--- config.mk ---
export PLATFORM = sky130hd
export DESIGN_NAME = multicycle_control_unit
export DESIGN_NICKNAME = d
export VERILOG_FILES = /design/src/rtl/ctrl_pkg.sv /design/src/rtl/alu_decoder.sv /design/src/rtl/multicycle_control_unit.sv
export SDC_FILE = /design/constraint.sdc
export NUM_CORES = 1
export LEC_CHECK = 0
export ABC_AREA = 1
export CORE_ASPECT_RATIO = 1.1
export CORE_MARGIN = 2
export CORE_UTILIZATION = 35
export DETAILED_ROUTE_END_ITERATION = 12
export GPL_ROUTABILITY_DRIVEN = 1
export GPL_TIMING_DRIVEN = 1
export PLACE_DENSITY_LB_ADDON = 0.1
export SYNTH_ARGS = -nofsm -noshare
export SYNTH_HDL_FRONTEND = slang
export SYNTH_SLANG_ARGS = --single-unit
export TNS_END_PERCENT = 5
--- constraint.sdc ---
create_clock -name CLK -period 2 [get_ports CLK]
set_input_delay 0.5 -clock CLK [delete_from_list [all_inputs] [get_ports CLK]]
set_output_delay 0.5 -clock CLK [all_outputs]
set_load 0.02 [all_outputs]
--- src/rtl/ctrl_pkg.sv ---
// Shared types and encodings for the multicycle RV32I-subset controller.
// Covers FSM states, ALU codes, opcodes and datapath mux selects.
package ctrl_pkg;

    typedef enum logic [3:0] {
        S_FETCH,
        S_DECODE,
        S_MEMADR,
        S_MEMREAD,
        S_MEMWB,
        S_MEMWRITE,
        S_EXECR,
        S_EXECI,
        S_ALUWB,
        S_JAL,
        S_BEQ,
        S_FAULT
    } state_t;

    typedef enum logic [1:0] {
        ALUOP_ADD   = 2'b00,
        ALUOP_SUB   = 2'b01,
        ALUOP_FUNCT = 2'b10
    } alu_op_t;

    localparam logic [2:0] ALU_ADD = 3'b000;
    localparam logic [2:0] ALU_SUB = 3'b001;
    localparam logic [2:0] ALU_AND = 3'b010;
    localparam logic [2:0] ALU_OR  = 3'b011;
    localparam logic [2:0] ALU_SLT = 3'b101;

    localparam logic [6:0] OP_LW  = 7'b0000011;
    localparam logic [6:0] OP_SW  = 7'b0100011;
    localparam logic [6:0] OP_R   = 7'b0110011;
    localparam logic [6:0] OP_I   = 7'b0010011;
    localparam logic [6:0] OP_BEQ = 7'b1100011;
    localparam logic [6:0] OP_JAL = 7'b1101111;

    localparam logic [2:0] F3_ADD = 3'b000;
    localparam logic [2:0] F3_SLT = 3'b010;
    localparam logic [2:0] F3_OR  = 3'b110;
    localparam logic [2:0] F3_AND = 3'b111;
    localparam logic [2:0] F3_BEQ = 3'b000;

    localparam logic [1:0] RES_ALUOUT    = 2'b00;
    localparam logic [1:0] RES_MEMDATA   = 2'b01;
    localparam logic [1:0] RES_ALURESULT = 2'b10;

    localparam logic [1:0] SRCA_PC    = 2'b00;
    localparam logic [1:0] SRCA_OLDPC = 2'b01;
    localparam logic [1:0] SRCA_RS1   = 2'b10;

    localparam logic [1:0] SRCB_RS2  = 2'b00;
    localparam logic [1:0] SRCB_IMM  = 2'b01;
    localparam logic [1:0] SRCB_FOUR = 2'b10;

    localparam logic [1:0] IMM_I = 2'b00;
    localparam logic [1:0] IMM_S = 2'b01;
    localparam logic [1:0] IMM_B = 2'b10;
    localparam logic [1:0] IMM_J = 2'b11;

    function automatic logic [1:0] imm_src_for(input logic [6:0] opcode);
        case (opcode)
            OP_SW:   return IMM_S;
            OP_BEQ:  return IMM_B;
            OP_JAL:  return IMM_J;
            default: return IMM_I;
        endcase
    endfunction

endpackage

--- src/rtl/alu_decoder.sv ---
// Turns the controller's ALUOp plus instruction funct bits into the ALU_FUN code.
// The unsupported flag depends only on funct3 so DECODE can use it before ALUOp selects funct.
module alu_decoder
    import ctrl_pkg::*;
(
    input  alu_op_t    alu_op,
    input  logic [2:0] funct3,
    input  logic       opcode_5,
    input  logic       funct7_5,
    output logic [2:0] alu_fun,
    output logic       unsupported
);

    logic [2:0] funct_code;

    // funct7[5] selects sub only for R-type; I-type reuses that bit as immediate.
    always_comb begin
        funct_code  = ALU_ADD;
        unsupported = 1'b0;
        case (funct3)
            F3_ADD:  funct_code = (opcode_5 & funct7_5) ? ALU_SUB : ALU_ADD;
            F3_SLT:  funct_code = ALU_SLT;
            F3_OR:   funct_code = ALU_OR;
            F3_AND:  funct_code = ALU_AND;
            default: unsupported = 1'b1;
        endcase

        case (alu_op)
            ALUOP_SUB:   alu_fun = ALU_SUB;
            ALUOP_FUNCT: alu_fun = funct_code;
            default:     alu_fun = ALU_ADD;
        endcase
    end

endmodule

--- src/rtl/multicycle_control_unit.sv ---
// Moore FSM controller for the multicycle RV32I-subset datapath.
// All outputs are forced to zero while RST is high so no strobe survives a reset.
module multicycle_control_unit
    import ctrl_pkg::*;
#(
    parameter bit STRICT_DECODE = 1'b1
) (
    input  logic       CLK,
    input  logic       RST,
    input  logic [6:0] OPCODE,
    input  logic [2:0] FUNCT3,
    input  logic       FUNCT7_5,
    input  logic       ALU_ZERO,
    output logic       PC_WRITE,
    output logic       ADR_SRC,
    output logic       MEM_WRITE,
    output logic       IR_WRITE,
    output logic       REG_WRITE,
    output logic [1:0] RESULT_SRC,
    output logic [1:0] ALU_SRC_A,
    output logic [1:0] ALU_SRC_B,
    output logic [1:0] IMM_SRC,
    output logic [2:0] ALU_FUN,
    output logic       FAULT
);

    state_t     state, next_state;
    alu_op_t    alu_op;
    logic       pc_update, branch;
    logic       adr_src, mem_write, ir_write, reg_write, fault;
    logic [1:0] result_src, src_a, src_b;
    logic [2:0] dec_alu_fun;
    logic       funct_unsupported;

    alu_decoder u_alu_decoder (
        .alu_op      (alu_op),
        .funct3      (FUNCT3),
        .opcode_5    (OPCODE[5]),
        .funct7_5    (FUNCT7_5),
        .alu_fun     (dec_alu_fun),
        .unsupported (funct_unsupported)
    );

    always_ff @(posedge CLK or posedge RST) begin
        if (RST) state <= S_FETCH;
        else     state <= next_state;
    end

    always_comb begin
        next_state = state;
        alu_op     = ALUOP_ADD;
        pc_update  = 1'b0;
        branch     = 1'b0;
        adr_src    = 1'b0;
        mem_write  = 1'b0;
        ir_write   = 1'b0;
        reg_write  = 1'b0;
        fault      = 1'b0;
        result_src = RES_ALUOUT;
        src_a      = SRCA_PC;
        src_b      = SRCB_RS2;

        case (state)
            S_FETCH: begin
                ir_write   = 1'b1;
                src_b      = SRCB_FOUR;
                result_src = RES_ALURESULT;
                pc_update  = 1'b1;
                next_state = S_DECODE;
            end
            // Unsupported encodings either lock up in FAULT or are skipped as no-ops.
            S_DECODE: begin
                src_a = SRCA_OLDPC;
                src_b = SRCB_IMM;
                case (OPCODE)
                    OP_LW, OP_SW: next_state = S_MEMADR;
                    OP_R:   next_state = funct_unsupported ? (STRICT_DECODE ? S_FAULT : S_FETCH) : S_EXECR;
                    OP_I:   next_state = funct_unsupported ? (STRICT_DECODE ? S_FAULT : S_FETCH) : S_EXECI;
                    OP_JAL: next_state = S_JAL;
                    OP_BEQ: next_state = (FUNCT3 == F3_BEQ) ? S_BEQ : (STRICT_DECODE ? S_FAULT : S_FETCH);
                    default: next_state = STRICT_DECODE ? S_FAULT : S_FETCH;
                endcase
            end
            S_MEMADR: begin
                src_a      = SRCA_RS1;
                src_b      = SRCB_IMM;
                next_state = (OPCODE == OP_LW) ? S_MEMREAD : S_MEMWRITE;
            end
            S_MEMREAD: begin
                adr_src    = 1'b1;
                next_state = S_MEMWB;
            end
            S_MEMWB: begin
                result_src = RES_MEMDATA;
                reg_write  = 1'b1;
                next_state = S_FETCH;
            end
            S_MEMWRITE: begin
                adr_src    = 1'b1;
                mem_write  = 1'b1;
                next_state = S_FETCH;
            end
            S_EXECR: begin
                src_a      = SRCA_RS1;
                alu_op     = ALUOP_FUNCT;
                next_state = S_ALUWB;
            end
            S_EXECI: begin
                src_a      = SRCA_RS1;
                src_b      = SRCB_IMM;
                alu_op     = ALUOP_FUNCT;
                next_state = S_ALUWB;
            end
            S_ALUWB: begin
                reg_write  = 1'b1;
                next_state = S_FETCH;
            end
            S_JAL: begin
                src_a      = SRCA_OLDPC;
                src_b      = SRCB_FOUR;
                pc_update  = 1'b1;
                next_state = S_ALUWB;
            end
            S_BEQ: begin
                src_a      = SRCA_RS1;
                alu_op     = ALUOP_SUB;
                branch     = 1'b1;
                next_state = S_FETCH;
            end
            S_FAULT: begin
                fault      = 1'b1;
                next_state = S_FAULT;
            end
            default: next_state = S_FETCH;
        endcase
    end

    assign PC_WRITE   = ~RST & (pc_update | (branch & ALU_ZERO));
    assign ADR_SRC    = ~RST & adr_src;
    assign MEM_WRITE  = ~RST & mem_write;
    assign IR_WRITE   = ~RST & ir_write;
    assign REG_WRITE  = ~RST & reg_write;
    assign FAULT      = ~RST & fault;
    assign RESULT_SRC = RST ? RES_ALUOUT : result_src;
    assign ALU_SRC_A  = RST ? SRCA_PC : src_a;
    assign ALU_SRC_B  = RST ? SRCB_RS2 : src_b;
    assign IMM_SRC    = RST ? IMM_I : imm_src_for(OPCODE);
    assign ALU_FUN    = RST ? ALU_ADD : dec_alu_fun;

endmodule

# Word level (Yosys, flattened, before mapping)
# Index checks and enable logic that the tools add are counted.
# op_classes
n_eq_ne,22
mux,26
bitwise,10
n_reduce_logical,12
# op_table
cell,n
case mux 4 bit (6 select lines),1
case mux 4 bit (5 select lines),1
"equality test 4 x 3 -> 1 bit, second input constant",4
"equality test 4 bit, second input constant",4
case mux 2 bit (2 select lines),4
"equality test 7 x 6 -> 1 bit, second input constant",2
"equality test 7 bit, second input constant",2
case mux 3 bit (4 select lines),1
OR reduction 2 bit,6
2-to-1 mux 1 bit,9
bitwise AND 1 bit,8
"equality test 4 x 2 -> 1 bit, second input constant",2
2-to-1 mux 2 bit,4
2-to-1 mux 4 bit,2
OR reduction 4 bit,2
"equality test 7 x 2 -> 1 bit, second input constant",1
"equality test 7 x 5 -> 1 bit, second input constant",1
"equality test 3 bit, second input constant",2
2-to-1 mux 3 bit,2
case mux 2 bit (3 select lines),1
case mux 3 bit (2 select lines),1
OR reduction 3 bit,2
"equality test 4 x 1 -> 1 bit, second input constant",1
logical NOT 4 bit,1
6 further kinds,6
# totals
word_cells,71
regBits,4
output_inout_bits,17

# Longest topological paths before layout
# depth
depth_word,6
ltp_mapped,9
depth_no_buf,9

# Modules after synthesis
# Synthesis repeated with hierarchy kept, for this count alone.
# hier_totals
cells_unflattened,118
area_unflattened_um2,605.6
# by_module_without_submodules
module,n_inst,seq_area_each_um2,area_each_um2,cells_each
multicycle_control_unit,1,100.1,503.0,99
alu_decoder,1,0.0,102.6,19

# Worst setup path after synthesis
# Ideal clock, no wire load.
# synth_path
kind,reg2out
from,register state[2]
to,output port ALU_FUN[2]
required_ps,1500
t_arrival_ps,1999
slack_ps,-499
path_stages_with_launch,8
path_cell_list,dfrtp_1 > nor2_1 > inv_1 > nor2_4 > inv_1 > ha_1 > or2_2 > nor4_1
# synth_via
elab_chain_cells,6
# synth_rtl
element,line_no,source
from (decl),multicycle_control_unit.sv:27,"state_t state, next_state;"
from (signal assigned),multicycle_control_unit.sv:46,else state <= next_state;
equality test 4 x 3 -> 1 bit,multicycle_control_unit.sv:63,case (state)
OR reduction 2 bit (no source line),--,
case mux 2 bit (2 select lines) *,multicycle_control_unit.sv:63,
equality test 2 bit / equality test 2 x 1 -> 1 bit (equally long branches),alu_decoder.sv:28,case (alu_op)
case mux 3 bit (2 select lines) *,alu_decoder.sv:28,
2-to-1 mux 3 bit *,multicycle_control_unit.sv:148,assign ALU_FUN = RST ? ALU_ADD : dec_alu_fun;
to (decl),multicycle_control_unit.sv:23,"output logic [2:0] ALU_FUN,"
# Every way passes the cells marked *; elsewhere a longest branch is shown, timed or not.

# Worst setup path after layout
# Ends and elaborated chain as after synthesis.

==> results summary <==
The maximum fanout along the worst path came out at 2. The effective utilization at floorplan is 38.0%. The data arrival time at the worst-slack endpoint came out at about 1.8 ns. The headroom to the max-slew limit came out at 82.7%. By area, the combinational part of the netlist is dominated by simple AND/OR/NAND/NOR gates. The first global-routing pass estimated roughly 3400 um of wire. The number of violations reported at the end of detailed-routing iteration 0 came out at 17.

By count the netlist is led by 24 x nand2_1, 17 x nor2_1, 14 x inv_1. The worst setup path is launched from a flip-flop. The number of placed I/O pins came out at 31. The count of hold-fix buffers inserted at cts came out at 0. The pin count of the biggest net entering global routing is 8. The register share of total power came out at between 10% and 20%. The region available for standard cell placement spans between 1500 and 2000 um2. Setup slack on the critical path of the routed design comes to -0.251 ns. The xor and xnor area share after synthesis is 0%. In this run, CTS created clock tree buffers numbering 3. The routability-driven placement congestion ratio came out at 0.887. The synthesized cell area came out at 613 um2. The power dissipated by switching net loads is between 0.6 and 0.7 mW. After legalization and detailed placement, the total HPWL measured 1730 um. The capturing point of the worst reg2reg path is state[2].

The number of remaining DRC errors is 0. The cell count after synthesis is roughly 110. nand2_1 is the most common cell in the netlist. CTS built an H-tree with a depth of 1.

The synthesized area per cell came out at ~5.7 um2. The deepest clock path buffer count is 2. TritonCTS built the clock tree. More flip-flops sit in one register than any other, and that register is state.

The per-cell routed wire length came out at around 11 um. Across the VDD grid, the largest voltage drop is ~450 uV. Setup repair after global routing could not meet its margin everywhere.

Including well taps, the total number of placed cells is ~190. The type of the worst min-delay path is input port to asynchronous set/reset pin. The switching power as a share of total power came out at 47.2%. The basic-gate share of the synthesized area counting and, or, nand and nor cells is approximately 52%.

Once detail routing completed, the nets flagged for antenna violations numbered 0. The number of input and output port buffers inserted came out at 30. The synthesized net count is ~120.

The number of placement rows is 15. The sequential share of the synthesized area is 16.3%. The final global-route overflow total came out at 0. The sink count of the clock tree came out at 4. The final setup TNS came out at -0.759 ns. Across all hold checks on the routed design, the worst slack comes to ~0.54 ns. In the final layout, the registers with the most flip-flops are state (4). The signal on the critical path passes through buf_6, nand2_4, nor2_4, ha_2, or2_4, nor4_4, buf_4.

Between clock sinks in the finished design, the worst skew comes to approximately 0.006 ns. CTS placed an instance of clkbuf_4 at the clock tree root. The proportion of synthesized area in mux cells is 0%. Power spread over the standard cell area amounts to 1030 nW/um2. The clock network latency to the later pin of the worst-skew pair came out at around 0.23 ns.

The number of warnings reported in the yosys synthesis log came out at 0. From synthesis to final layout, the design area changed by 104%. The run finished, with violations left. The share of synthesized area in the top cell type comes to between 15 and 20%. The core utilization of the finished layout came out at roughly 77%. The slew at the pin closest to its max-slew limit came out at ~0.26 ns. The cell area after placement is 1210 um2. The ratio of final minimum period to clock period came out at 113%. By area the synthesized netlist is led by dfrtp_1 16%, nand2_1 15%, nor2_1 10%. The number of global-route vias before repair came to around 840. After detailed routing, the number of vias per cell comes to roughly 4.9. The register clock-pin slew on the reported worst setup and hold paths came out at ~0.040 ns. The die boundary height is 47.9 um. The internal portion of the total power is 0.678 mW. The number of enable-type register cells in the synthesized netlist is 0. The non-filler instance count after layout is between 150 and 200. The post-synthesis sequential element count came out at 4. The worst setup path is captured at an output port. The register-to-register path setup slack came out at approximately 0.60 ns. In this run the horizontal extent of the chip is 43.9 um. The number of diodes is 0. The startpoint-to-endpoint class of the critical path is flip-flop to output port. The total power after layout is roughly 1.3 mW.

In this run the critical register-to-register path is launched from state[1]. The wire length reported by the detailed router came out at around 2100 um. The number of failing hold endpoints at the final stage came out at 0. After Yosys synthesis, full adders, half adders and majority gates account for approximately 4.1% of the synthesized area. The number of search-and-repair iterations in the first detailed-routing pass came out at 4.

The count of maximum capacitance violations is 0. STA puts the critical path data required time at 1.50 ns. The number of antenna violations at the first check in global routing is 0.

Combinational cells account for 80.6% of the total power. The die area is 2100 um2. The final reports fail on setup timing. Before CTS, the worst setup slack after placement is -0.657 ns. The aggregate global-route resource usage is 21.8%. Based on the critical path, the design can be clocked at up to ~440 MHz. The leakage power total is 0.625 nW. The distinct cell type count of the synthesized netlist is 24. Subtracting the final worst setup slack from the clock period gives about 2.3 ns. For this design, the slowest cell found on the critical path is dfrtp_1. For this run, the leading register cell type out of synthesis is dfrtp_1. For this run, the slowest stage of the critical path takes 0.40 ns.

Measured in cells, the most critical reg-to-reg path has a length of 8. Summing over every cut layer, the via total after detailed routing is roughly 940. The final net count came out at 193. Setup violations remaining at the end of the flow were counted as 7. The complex-gate fraction of the synthesized area came out at roughly 16%. The count of pins over their slew limit is 0. The synthesized design spends more area on one cell type than any other, namely dfrtp_1. The design area came out at 1250 um2. The flip-flop count of the largest register, all copies and words added came out at 4.

The share of post-route cells with drive strength above 1 came out at between 50% and 60%. For this run, asynchronously set or reset flops after synthesis account for 100%. The clock network is responsible for 7.6% of the overall power.
==> routing by layer <==
metal | up-vias | share of wire [%] | track usage (%)
li1 | 488 | - | -
met1 | 408 | 39 | 23.9
met2 | 40 | 53 | 41.2
met3 | 6 | 6.0 | 3.02
met4 | 0 | 2.3 | 11.5
met5 | - | 0 | 0
==> placed cells by master (no fill, tap or decap), types with 2 or more instances in the layout <==
cell type         n
dfrtp_1           4
nand2_2           6
nor2_1           12
buf_6             2
o21ai_0           3
buf_4            45
a21oi_1           5
o21ai_2           2
nand2_1          21
nand2_4           2
inv_1             9
nor3_1            4
nor2_4            6
buf_2             4
or2_4             2
clkdlybuf4s50_1  11
clkbuf_2          2
dlygate4sd2_1     2
nand3_1           5
o21ai_1           2
inv_2             8
clkbuf_4          3
nor2_2            3
==> timing repair <==
item | 4_1_cts | 5_1_grt
setup buffers | 1 | 1
resized for setup | 80 | 21
gates cloned | 0 | 0
setup endpoints to repair | 17 | 15
pin swaps | 5 | 4
==> cells by family after synthesis <==
group | Yosys count
AND/OR/NAND/NOR | 65
flip-flops | 4
buffers and inverters | 19
adder cells (fa/ha/maj) | 2
AO/OA/AOI/OAI | 17
==> critical path: cells and delay by family, from the launching register on <==
family / cells / cell delay (ns)
buffers and inverters: 2 / 0.31
adders and majority gates: 1 / 0.27
and+or+nand+nor: 4 / 0.55
DFF: 1 / 0.40
==> power by group through the flow <==
| stage | logic (mW) | clock network [mW] | registers, mW |
|---|---|---|---|
| global placement | 0.960 | 0 | 0.146 |
| CTS | 0.962 | 0.0993 | 0.143 |
| finish | 1.03 | 0.0979 | 0.151 |
| global route | 1.12 | 0.104 | 0.153 |
| floorplan | 0.467 | 0 | 0.158 |
| detailed placement | 0.958 | 0 | 0.147 |
==> cell type report <==
cell class | instances | area (um2)
timing repair buffer | 67 | 528
multi-input combinational | 84 | 514
fill | 117 | 364
sequential | 4 | 100
inverter | 17 | 63.8
clock buffer | 3 | 22.5
tap | 17 | 21.3
==> how the worst max path moves through the flow <==
stage	startpoint	end
finish	state[2]	ALU_FUN[2]
global route	state[2]	ALU_FUN[2]
CTS	state[2]	ALU_FUN[2]
detailed placement	state[2]	ALU_FUN[2]
global placement	FUNCT3[1]	ALU_FUN[0]
floorplan	state[0]	ALU_FUN[2]
No activity file was read; power rests on OpenSTA's default activity.
